--- src/rtl/pe_pkg.sv ---
// Shared definitions for the 4-lane 4-bit dot-product PE and its sequencer.
package pe_pkg;
  localparam int PE_LANES   = 4;
  localparam int PE_ELEM_W  = 4;
  localparam int PE_OUT_W   = 10;
  localparam int PE_MAX_DOT = 900;
  localparam int PE_OP_W    = PE_LANES * PE_ELEM_W;

  typedef enum logic [1:0] {IDLE, RUN, DRAIN, DONE} state_t;
endpackage

--- src/rtl/pe_dot_seq_if.sv ---
// Command / operand / result handshake bundle between the CFU front end and pe_dot_seq.
interface pe_dot_seq_if #(
  parameter int LEN_W = 8,
  parameter int ACC_W = 18
);
  logic                        cmd_valid;
  logic                        cmd_ready;
  logic [LEN_W-1:0]            cmd_len;
  logic                        op_valid;
  logic                        op_ready;
  logic [pe_pkg::PE_OP_W-1:0]  op_a;
  logic [pe_pkg::PE_OP_W-1:0]  op_b;
  logic                        abort;
  logic                        res_valid;
  logic                        res_ready;
  logic [ACC_W-1:0]            res_data;
  logic                        busy;

  modport master (
    output cmd_valid, cmd_len, op_valid, op_a, op_b, abort, res_ready,
    input  cmd_ready, op_ready, res_valid, res_data, busy
  );

  modport slave (
    input  cmd_valid, cmd_len, op_valid, op_a, op_b, abort, res_ready,
    output cmd_ready, op_ready, res_valid, res_data, busy
  );
endinterface

--- src/rtl/pe_dot_seq_pe.sv ---
// Combinational dot-product PE: one multiplier per lane, summed into PE_OUT_W bits.
module pe_lane_mul #(
  parameter int VEC_W = 4
) (
  input  logic [VEC_W-1:0]   a,
  input  logic [VEC_W-1:0]   b,
  output logic [2*VEC_W-1:0] p
);
  assign p = a * b;
endmodule

module pe_dot_seq_pe import pe_pkg::*; #(
  parameter int NUM_LANES = PE_LANES,
  parameter int VEC_W     = PE_ELEM_W,
  parameter int OUT_W     = PE_OUT_W
) (
  input  logic [NUM_LANES-1:0][VEC_W-1:0] in_a,
  input  logic [NUM_LANES-1:0][VEC_W-1:0] in_b,
  output logic [OUT_W-1:0]                out_c
);
  logic [NUM_LANES-1:0][2*VEC_W-1:0] prod;

  for (genvar i = 0; i < NUM_LANES; i++) begin : g_lane
    pe_lane_mul #(.VEC_W(VEC_W)) u_mul (
      .a (in_a[i]),
      .b (in_b[i]),
      .p (prod[i])
    );
  end

  always_comb begin
    out_c = '0;
    for (int i = 0; i < NUM_LANES; i++)
      out_c = out_c + OUT_W'(prod[i]);
  end
endmodule

--- src/rtl/pe_dot_seq.sv ---
// Streams LEN operand pairs through the PE and accumulates the dot products into one sum.
module pe_dot_seq import pe_pkg::*; #(
  parameter int LEN_W = 8,
  parameter int ACC_W = 18
) (
  input  logic         clk,
  input  logic         rst_n,
  pe_dot_seq_if.slave  bus
);
  state_t              state;
  logic [LEN_W-1:0]    remaining;
  logic [PE_OUT_W-1:0] pe_out;
  logic [PE_OUT_W-1:0] p_reg;
  logic                p_vld;
  logic [ACC_W-1:0]    acc;
  logic                cmd_ready_q, op_ready_q, res_valid_q, busy_q;
  logic                cmd_hs, op_hs, res_hs, abort_act;

  assign cmd_hs    = bus.cmd_valid & cmd_ready_q;
  assign op_hs     = bus.op_valid  & op_ready_q;
  assign res_hs    = bus.res_ready & res_valid_q;
  assign abort_act = bus.abort & (state != IDLE);

  pe_dot_seq_pe #(.NUM_LANES(PE_LANES), .VEC_W(PE_ELEM_W), .OUT_W(PE_OUT_W)) u_pe (
    .in_a  (bus.op_a),
    .in_b  (bus.op_b),
    .out_c (pe_out)
  );

  // Handshake outputs are registered alongside the state they decode.
  always_ff @(posedge clk or negedge rst_n) begin
    if (!rst_n) begin
      state       <= IDLE;
      remaining   <= '0;
      p_reg       <= '0;
      p_vld       <= 1'b0;
      cmd_ready_q <= 1'b1;
      op_ready_q  <= 1'b0;
      res_valid_q <= 1'b0;
      busy_q      <= 1'b0;
    end else begin
      p_vld <= 1'b0;
      if (abort_act) begin
        state       <= IDLE;
        remaining   <= '0;
        cmd_ready_q <= 1'b1;
        op_ready_q  <= 1'b0;
        res_valid_q <= 1'b0;
        busy_q      <= 1'b0;
      end else begin
        case (state)
          IDLE: if (cmd_hs) begin
            remaining   <= bus.cmd_len;
            cmd_ready_q <= 1'b0;
            busy_q      <= 1'b1;
            if (bus.cmd_len != '0) begin
              state      <= RUN;
              op_ready_q <= 1'b1;
            end else begin
              state       <= DONE;
              res_valid_q <= 1'b1;
            end
          end
          RUN: if (op_hs) begin
            p_reg     <= pe_out;
            p_vld     <= 1'b1;
            remaining <= remaining - LEN_W'(1);
            if (remaining == LEN_W'(1)) begin
              state      <= DRAIN;
              op_ready_q <= 1'b0;
            end
          end
          DRAIN: begin
            state       <= DONE;
            res_valid_q <= 1'b1;
          end
          DONE: if (res_hs) begin
            state       <= IDLE;
            res_valid_q <= 1'b0;
            cmd_ready_q <= 1'b1;
            busy_q      <= 1'b0;
          end
          default: state <= IDLE;
        endcase
      end
    end
  end

  // Accumulates whenever a product is pending, regardless of state; p_vld is
  // already clear in DONE, so the result holds without an extra enable.
  always_ff @(posedge clk or negedge rst_n) begin
    if (!rst_n)
      acc <= '0;
    else if (abort_act || cmd_hs)
      acc <= '0;
    else if (p_vld)
      acc <= acc + ACC_W'(p_reg);
  end

  assign bus.cmd_ready = cmd_ready_q;
  assign bus.op_ready  = op_ready_q;
  assign bus.res_valid = res_valid_q;
  assign bus.res_data  = acc;
  assign bus.busy      = busy_q;
endmodule

--- src/flat_wrapper.sv ---
// flat-port wrapper written by rule: the top's interface ports become plain ports
module pe_dot_seq_flat import pe_pkg::*;
#(
  parameter int LEN_W = 8,
  parameter int ACC_W = 18
)
  (clk, rst_n, bus_cmd_valid, bus_cmd_len, bus_op_valid, bus_op_a, bus_op_b, bus_abort, bus_res_ready, bus_cmd_ready, bus_op_ready, bus_res_valid, bus_res_data, bus_busy);
  pe_dot_seq_if #(.LEN_W(LEN_W), .ACC_W(ACC_W)) bus_i ();
  input  logic clk;
  input  logic rst_n;
  input wire logic [$bits(bus_i.cmd_valid)-1:0] bus_cmd_valid;
  input wire logic [$bits(bus_i.cmd_len)-1:0] bus_cmd_len;
  input wire logic [$bits(bus_i.op_valid)-1:0] bus_op_valid;
  input wire logic [$bits(bus_i.op_a)-1:0] bus_op_a;
  input wire logic [$bits(bus_i.op_b)-1:0] bus_op_b;
  input wire logic [$bits(bus_i.abort)-1:0] bus_abort;
  input wire logic [$bits(bus_i.res_ready)-1:0] bus_res_ready;
  output wire logic [$bits(bus_i.cmd_ready)-1:0] bus_cmd_ready;
  output wire logic [$bits(bus_i.op_ready)-1:0] bus_op_ready;
  output wire logic [$bits(bus_i.res_valid)-1:0] bus_res_valid;
  output wire logic [$bits(bus_i.res_data)-1:0] bus_res_data;
  output wire logic [$bits(bus_i.busy)-1:0] bus_busy;
  assign bus_i.cmd_valid = bus_cmd_valid;
  assign bus_i.cmd_len = bus_cmd_len;
  assign bus_i.op_valid = bus_op_valid;
  assign bus_i.op_a = bus_op_a;
  assign bus_i.op_b = bus_op_b;
  assign bus_i.abort = bus_abort;
  assign bus_i.res_ready = bus_res_ready;
  assign bus_cmd_ready = bus_i.cmd_ready;
  assign bus_op_ready = bus_i.op_ready;
  assign bus_res_valid = bus_i.res_valid;
  assign bus_res_data = bus_i.res_data;
  assign bus_busy = bus_i.busy;
  pe_dot_seq #(.LEN_W(LEN_W), .ACC_W(ACC_W)) u_core (.clk(clk), .rst_n(rst_n), .bus(bus_i));
endmodule
--- config.mk ---
export PLATFORM = sky130hd
export DESIGN_NAME = pe_dot_seq_flat
export DESIGN_NICKNAME = d
export VERILOG_FILES = /design/src/rtl/pe_pkg.sv /design/src/rtl/pe_dot_seq_if.sv /design/src/rtl/pe_dot_seq_pe.sv /design/src/rtl/pe_dot_seq.sv /design/src/flat_wrapper.sv
export SDC_FILE = /design/constraint.sdc
export NUM_CORES = 1
export LEC_CHECK = 0
export CORE_MARGIN = 5
export CORE_UTILIZATION = 30
export DETAILED_ROUTE_END_ITERATION = 16
export PLACE_DENSITY_LB_ADDON = 0.05
export SLEW_MARGIN = 5
export SYNTH_ARGS = -nofsm -noshare
export SYNTH_HDL_FRONTEND = slang
export SYNTH_SLANG_ARGS = --single-unit
--- constraint.sdc ---
create_clock -name clk -period 1.99 [get_ports clk]
set_clock_uncertainty 0.15 [all_clocks]
set_input_delay 0.2985 -clock clk [delete_from_list [all_inputs] [get_ports clk]]
set_output_delay 0.2985 -clock clk [all_outputs]
set_load 0.1 [all_outputs]
# After elaboration in Yosys (flattened, before gate mapping)
# Cells that the tools add are included.
# classes
add_sub_neg	5
multipliers	4
div	0
magnitude_cmp	0
eq_ne	10
shift	0
muxes	34
bitwise_logic	5
reduce_logical	14
# op_table
cell	count
18-bit two-way mux	2
4-bit by 4-bit multiplier with 8-bit output	4
8-bit two-way mux	3
18-bit by 10-bit adder with 18-bit output	1
1-bit two-way mux	17
8-bit case mux with 2 select lines	1
3-bit by 1-bit inequality test with 1-bit output, second input constant	5
2-bit two-way mux	6
10-bit by 8-bit adder with 10-bit output	1
9-bit by 8-bit adder with 10-bit output	1
8-bit by 8-bit adder with 9-bit output	1
3-bit AND reduction	3
8-bit by 1-bit equality test with 1-bit output, second input constant	1
2-bit case mux with 4 select lines	1
4-bit AND reduction	2
8-bit nonzero test	1
8-bit by 1-bit subtractor with 8-bit output, second input constant	1
1-bit case mux with 2 select lines	3
3-bit nonzero test	2
5-bit AND reduction	1
1-bit AND	4
2-bit equality test, second input constant	2
2-bit nonzero test	2
4-bit nonzero test	1
6 further kinds	6
# totals
reg_bits	43
latchBits	0
ram_bits	0
rom_bits	0
input_bits	46
word_cells	81
mem_count	0

# Depth between registers and ports, before layout
# depth
depth_word	5
mapped_depth	18

# Modules after synthesis
# A second synthesis with hierarchy kept.
# hier_totals
hier_cells	599
hier_area_um2	5185.0
# by_module_without_submodules
mod	n_inst	cells_per_inst	area_per_inst_um2
pe_dot_seq	1	299	2612.5
pe_lane_mul	4	51	447.9
pe_dot_seq_pe	1	96	780.7

# Least setup slack after synthesis
# OpenSTA, ideal clock, no wires.
# synth_path
path_kind	input port to flip-flop
start	input port bus_op_a[5]
end	register u_core.p_reg[8]
arrival_ns	4.665
path_slack_ns	-2.960
stages	15
n_path_buf	0
cell_sequence	and2_1 > fa_1 > fa_1 > fa_1 > fa_1 > fa_1 > inv_1 > fa_1 > inv_1 > ha_1 > a21o_1 > a21oi_1 > o21bai_1 > mux2i_1 > o311ai_1
# synth_between
elab_chain_len	4
# synth_rtl
item	line_no	text
start, declared	flat_wrapper.sv:14	input wire logic [$bits(bus_i.op_a)-1:0] bus_op_a;
4-bit by 4-bit multiplier with 8-bit output	pe_dot_seq_pe.sv:9	assign p = a * b;
8-bit by 8-bit adder with 9-bit output	pe_dot_seq_pe.sv:34	out_c = out_c + OUT_W'(prod[i]);
9-bit by 8-bit adder with 10-bit output	pe_dot_seq_pe.sv:34	
10-bit by 8-bit adder with 10-bit output	pe_dot_seq_pe.sv:34	
end signal, assigned	pe_dot_seq.sv:65	p_reg <= pe_out;
end, declared	pe_dot_seq.sv:13	logic [PE_OUT_W-1:0] p_reg;
# Every way passes these cells.
# A chain may end at the register's enable or synchronous reset.

# Final worst setup path
# layout_path
start	input port bus_op_b[14]
end	register u_core.p_reg[8]
# layout_between
elab_chain_len	2
# layout_rtl
item	line_no	text
start, declared	flat_wrapper.sv:15	input wire logic [$bits(bus_i.op_b)-1:0] bus_op_b;
4-bit by 4-bit multiplier with 8-bit output	pe_dot_seq_pe.sv:9	
10-bit by 8-bit adder with 10-bit output	pe_dot_seq_pe.sv:34	
# Every way passes these cells.

==> qor_table.md <==
| Quantity | Reported | Unit |
|:---|:---|:---|
| Result of the run | finished with violations | - |
| Violations in the final reports | negative setup slack | - |
| Number of distinct library cell variants in the gate-level netlist after synthesis | 58 | - |
| Via count of the routed design | 4218 | - |
| Clock tree from TritonCTS | built | - |
| Number of enable-type register cells in the synthesized netlist | 0 | - |
| Internal Pwr Total | 6.42 | mW |
| Buffer type at the clock tree root | sky130_fd_sc_hd__clkbuf_16 | - |
| First-pass GRT wire length | 20.9 | mm |
| Relative slew margins | 0.711 | - |
| Num CTS Buffers | 5 | - |
| Register area share after synthesis | 0.222 | - |
| Largest register FFs | 18 | - |
| Number of cells in the design after placement | 896 | - |
| Final Routed Wirelength | 12.3 | mm |
| Data required time of the worst path | 2.01 | ns |
| Post-Route Setup TNS | -19.99 | ns |
| Die span in y | 137 | um |
| Final cell utilization of the core | 0.480 | - |
| Row Count | 46 | - |
| Type of the tightest min-delay check | in2reg | - |
| # DRC | 0 | - |
| Most frequent cells in the layout | sky130_fd_sc_hd__buf_4 (85), sky130_fd_sc_hd__inv_1 (63), sky130_fd_sc_hd__nand2_1 (52), sky130_fd_sc_hd__fa_1 (35), sky130_fd_sc_hd__ha_4 (28) | - |
| Post-detailed-route count of antenna-violating nets | 0 | - |
| Clock buffer depth | 2 | - |
| Synthesized Nets | 681 | - |
| Share of flip-flops with an asynchronous set or reset | 1.00 | - |
| Fraction of layout cells with a size suffix above 1 | 0.456 | - |
| Dominant register cell in the synthesized netlist | sky130_fd_sc_hd__dfrtp_1 | - |
| Die Outline Area | 0.0188 | mm2 |
| Total clock sinks | 43 | - |
| Category of the worst setup path capture point | register | - |
| Worst R2R Start | u_core.bus.res_data[0] | - |
| Least setup slack across all paths after layout | -2.59 | ns |
| Setup slack of the most critical reg-to-reg path | -0.19 | ns |
| Per-cell via count in the routed design | 4.60 | - |
| Yosys warning count | 0 | - |
| Worst Setup Start Kind | input port | - |
| HPWL after DPL | 10.4 | mm |
| Final weighted congestion in routability-driven placement | 0.844 | - |
| End of the worst register-to-register path | u_core.bus.res_data[8] | - |
| Switching component of the power | 4.87 | mW |
| Routed len/inst | 13.4 | um |
| Data arrival, critical path | 4.60 | ns |
| Flop and latch count out of synthesis | 43 | - |
| Slew Limit Fails | 0 | - |
| Crit-path max FO | 3 | - |
| Sequential cell fraction of total power | 0.129 | - |
| H-tree lvl count | 2 | - |
| Total chip power | 11.3 | mW |
| # diodes | 0 | - |
| Power per cell area | 1480 | mW/mm2 |
| Clock latency of the later-clocked register in the worst-skew pair | 0.29 | ns |
| Drt initial violations | 121 | - |
| Count of cells along the worst register-to-register path | 7 | - |
| Unrepaired setup endpoints after global routing | yes | - |
| Most common cell after layout, fill and taps aside | sky130_fd_sc_hd__buf_4 | - |
| Clk network pwr share | 0.087 | - |
| Netlist Area Pre-Place | 0.00485 | mm2 |
| Port bufs | 67 | - |
| Final Hold Vio Count | 0 | - |
| Highest Clock Rate | 218 | MHz |
| Horizontal die dimension | 137 | um |
| GRT overflow | 0 | - |
| Min-delay src | bus_cmd_len[0] | - |
| Clock transition at path regs | 0.06 | ns |
| Class of the most critical setup path | in2reg | - |
| Core Region | 0.0159 | mm2 |
| Total leakage power | 3.50 | nW |
| Fill cell instance count of the final layout | 1555 | - |
| Number of antenna violations at the first check in global routing | 0 | - |
| Maximum number of pins on one net before global-route repair | 28 | - |
| Detailed Routing Iterations Pass 1 | 4 | - |
| Hold path depth | 4 | - |
| Worst min-delay path endpoint | u_core.remaining[0] | - |
| Slew at the pin with the worst max-slew slack | 0.434 | ns |
| Finish-stage setup viols | 20 | - |
| Net count of the finished layout | 846 | - |
| Via count of the first global-routing pass | 4460 | - |
| Proportion of total power due to net switching | 0.431 | - |
| Number of top-level design ports | 68 | - |
| Non-filler cells, final | 916 | - |
| Starting density of the core | 0.305 | - |
| P&R area growth vs syn | 57.0 | % |
| Share of total power in combinational logic | 0.784 | - |
| Synthesized area divided by synthesized cell count | 9.09 | um2 |
| Gate Count Post-Synth | 534 | - |
| Global-route usage over all layers | 0.139 | - |
| Reported max-cap violation count | 0 | - |
| Min Clock Period, post-route | 4.58 | ns |
| Largest voltage drop on the vdd net | 1.23 | mV |
| Final cycle utilization of the critical path | 2.30 | - |
metal layers:
metal,vias to the layer above,track usage,wire [um]
met2,61,0.242,6190
li1,2114,-,-
met4,0,0.0349,155
met3,12,0.0212,319
met5,-,0,0
met1,2031,0.180,5620
worst max-delay path by stage:
stage	start	endpoint	slack (ns)	depth (start not counted)
after detailed placement	bus_op_a[10]	u_core.p_reg[9]	-3.34	17
after global placement	bus_op_a[1]	u_core.p_reg[9]	-3.34	17
after global routing	bus_op_b[14]	u_core.p_reg[8]	-2.71	18
after floorplan	bus_op_b[12]	u_core.p_reg[8]	-2.66	17
after CTS	bus_op_a[9]	u_core.p_reg[8]	-2.65	18
final	bus_op_b[14]	u_core.p_reg[8]	-2.59	18
critical path, stage by stage:
cell and delay [ns]:
sky130_fd_sc_hd__buf_6 0.09, sky130_fd_sc_hd__and2_4 0.15, sky130_fd_sc_hd__fa_1 0.54, sky130_fd_sc_hd__inv_2 0.04, sky130_fd_sc_hd__fa_1 0.47, sky130_fd_sc_hd__fa_1 0.51, sky130_fd_sc_hd__inv_2 0.04, sky130_fd_sc_hd__fa_2 0.56
sky130_fd_sc_hd__inv_2 0.04, sky130_fd_sc_hd__fa_2 0.33, sky130_fd_sc_hd__fa_1 0.55, sky130_fd_sc_hd__inv_2 0.04, sky130_fd_sc_hd__ha_4 0.27, sky130_fd_sc_hd__a21o_1 0.12, sky130_fd_sc_hd__a21oi_2 0.06, sky130_fd_sc_hd__o21bai_1 0.16
sky130_fd_sc_hd__mux2i_1 0.20, sky130_fd_sc_hd__o311ai_1 0.11
logic make-up (layout without fill, tap and decap cells):
group,Yosys count,in the layout,share of synthesized area
flops,43,43,0.222
xor+xnor,13,13,0.0235
simple gates,170,170,0.185
compound gates,105,105,0.137
mux,9,9,0.0199
fa+ha+maj,101,101,0.336
buf+inv,93,259,0.0766
power groups by stage:
stage / Combinational, mW / Clock [mW] / Sequential, mW
3_5_place_dp: 7.61 / 0 / 1.48
6_report: 8.85 / 0.983 / 1.46
5_1_grt: 9.91 / 1.05 / 1.50
2_1_floorplan: 4.55 / 0 / 1.97
3_3_place_gp: 7.62 / 0 / 1.47
4_1_cts: 8.23 / 1.03 / 1.47
repair_timing:
item / in CTS / in global routing
resized for setup: 177 / 53
setup endpoints to repair: 23 / 29
hold buffers: 1 / 0
cloned: 0 / 0
pin swaps: 79 / 66
endpoints found under the hold margin: 16 / 0
buffers inserted: 6 / 6
synthesized netlist by cell type (all sizes together) (4+ instances only):
master	number	area, um2
a22o	4	35.0
nor2b	6	37.5
and2	43	269
clkbuf	6	22.5
a31oi	10	62.6
nand2	60	230
o21ai	28	144
dfrtp	42	1050
nand2b	6	40.0
nor2	21	78.8
fa	49	981
a21oi	26	130
and3	5	31.3
nor3	7	46.3
xor2	6	52.6
mux2i	7	70.1
or4	4	33.8
a21boi	4	30.0
or3	5	31.3
inv	84	315
ha	52	651
xnor2	7	61.3
a21o	6	45.0
final cells by class:
cell class	instances	area (um2)	share of cell area
multi-input combinational	398	4120	0.540
timing repair buffer	167	1620	0.213
sequential	43	1120	0.147
inverter	84	315	0.0414
tap	216	270	0.0355
clock buffer	6	139	0.0182
clock inverter	2	35.0	0.00460
stage by stage:
step | setup slack [ns] | area (um2) | hold slack, ns
after floorplan | -2.66 | 5260 | -0.147
after global placement | -3.34 | 7050 | 0.118
after detailed placement | -3.34 | 7050 | 0.124
after CTS | -2.65 | 7430 | 0.342
after global routing | -2.71 | 7620 | 0.351
final | -2.59 | 7620 | 0.312
(Power assumes the default switching activity.)
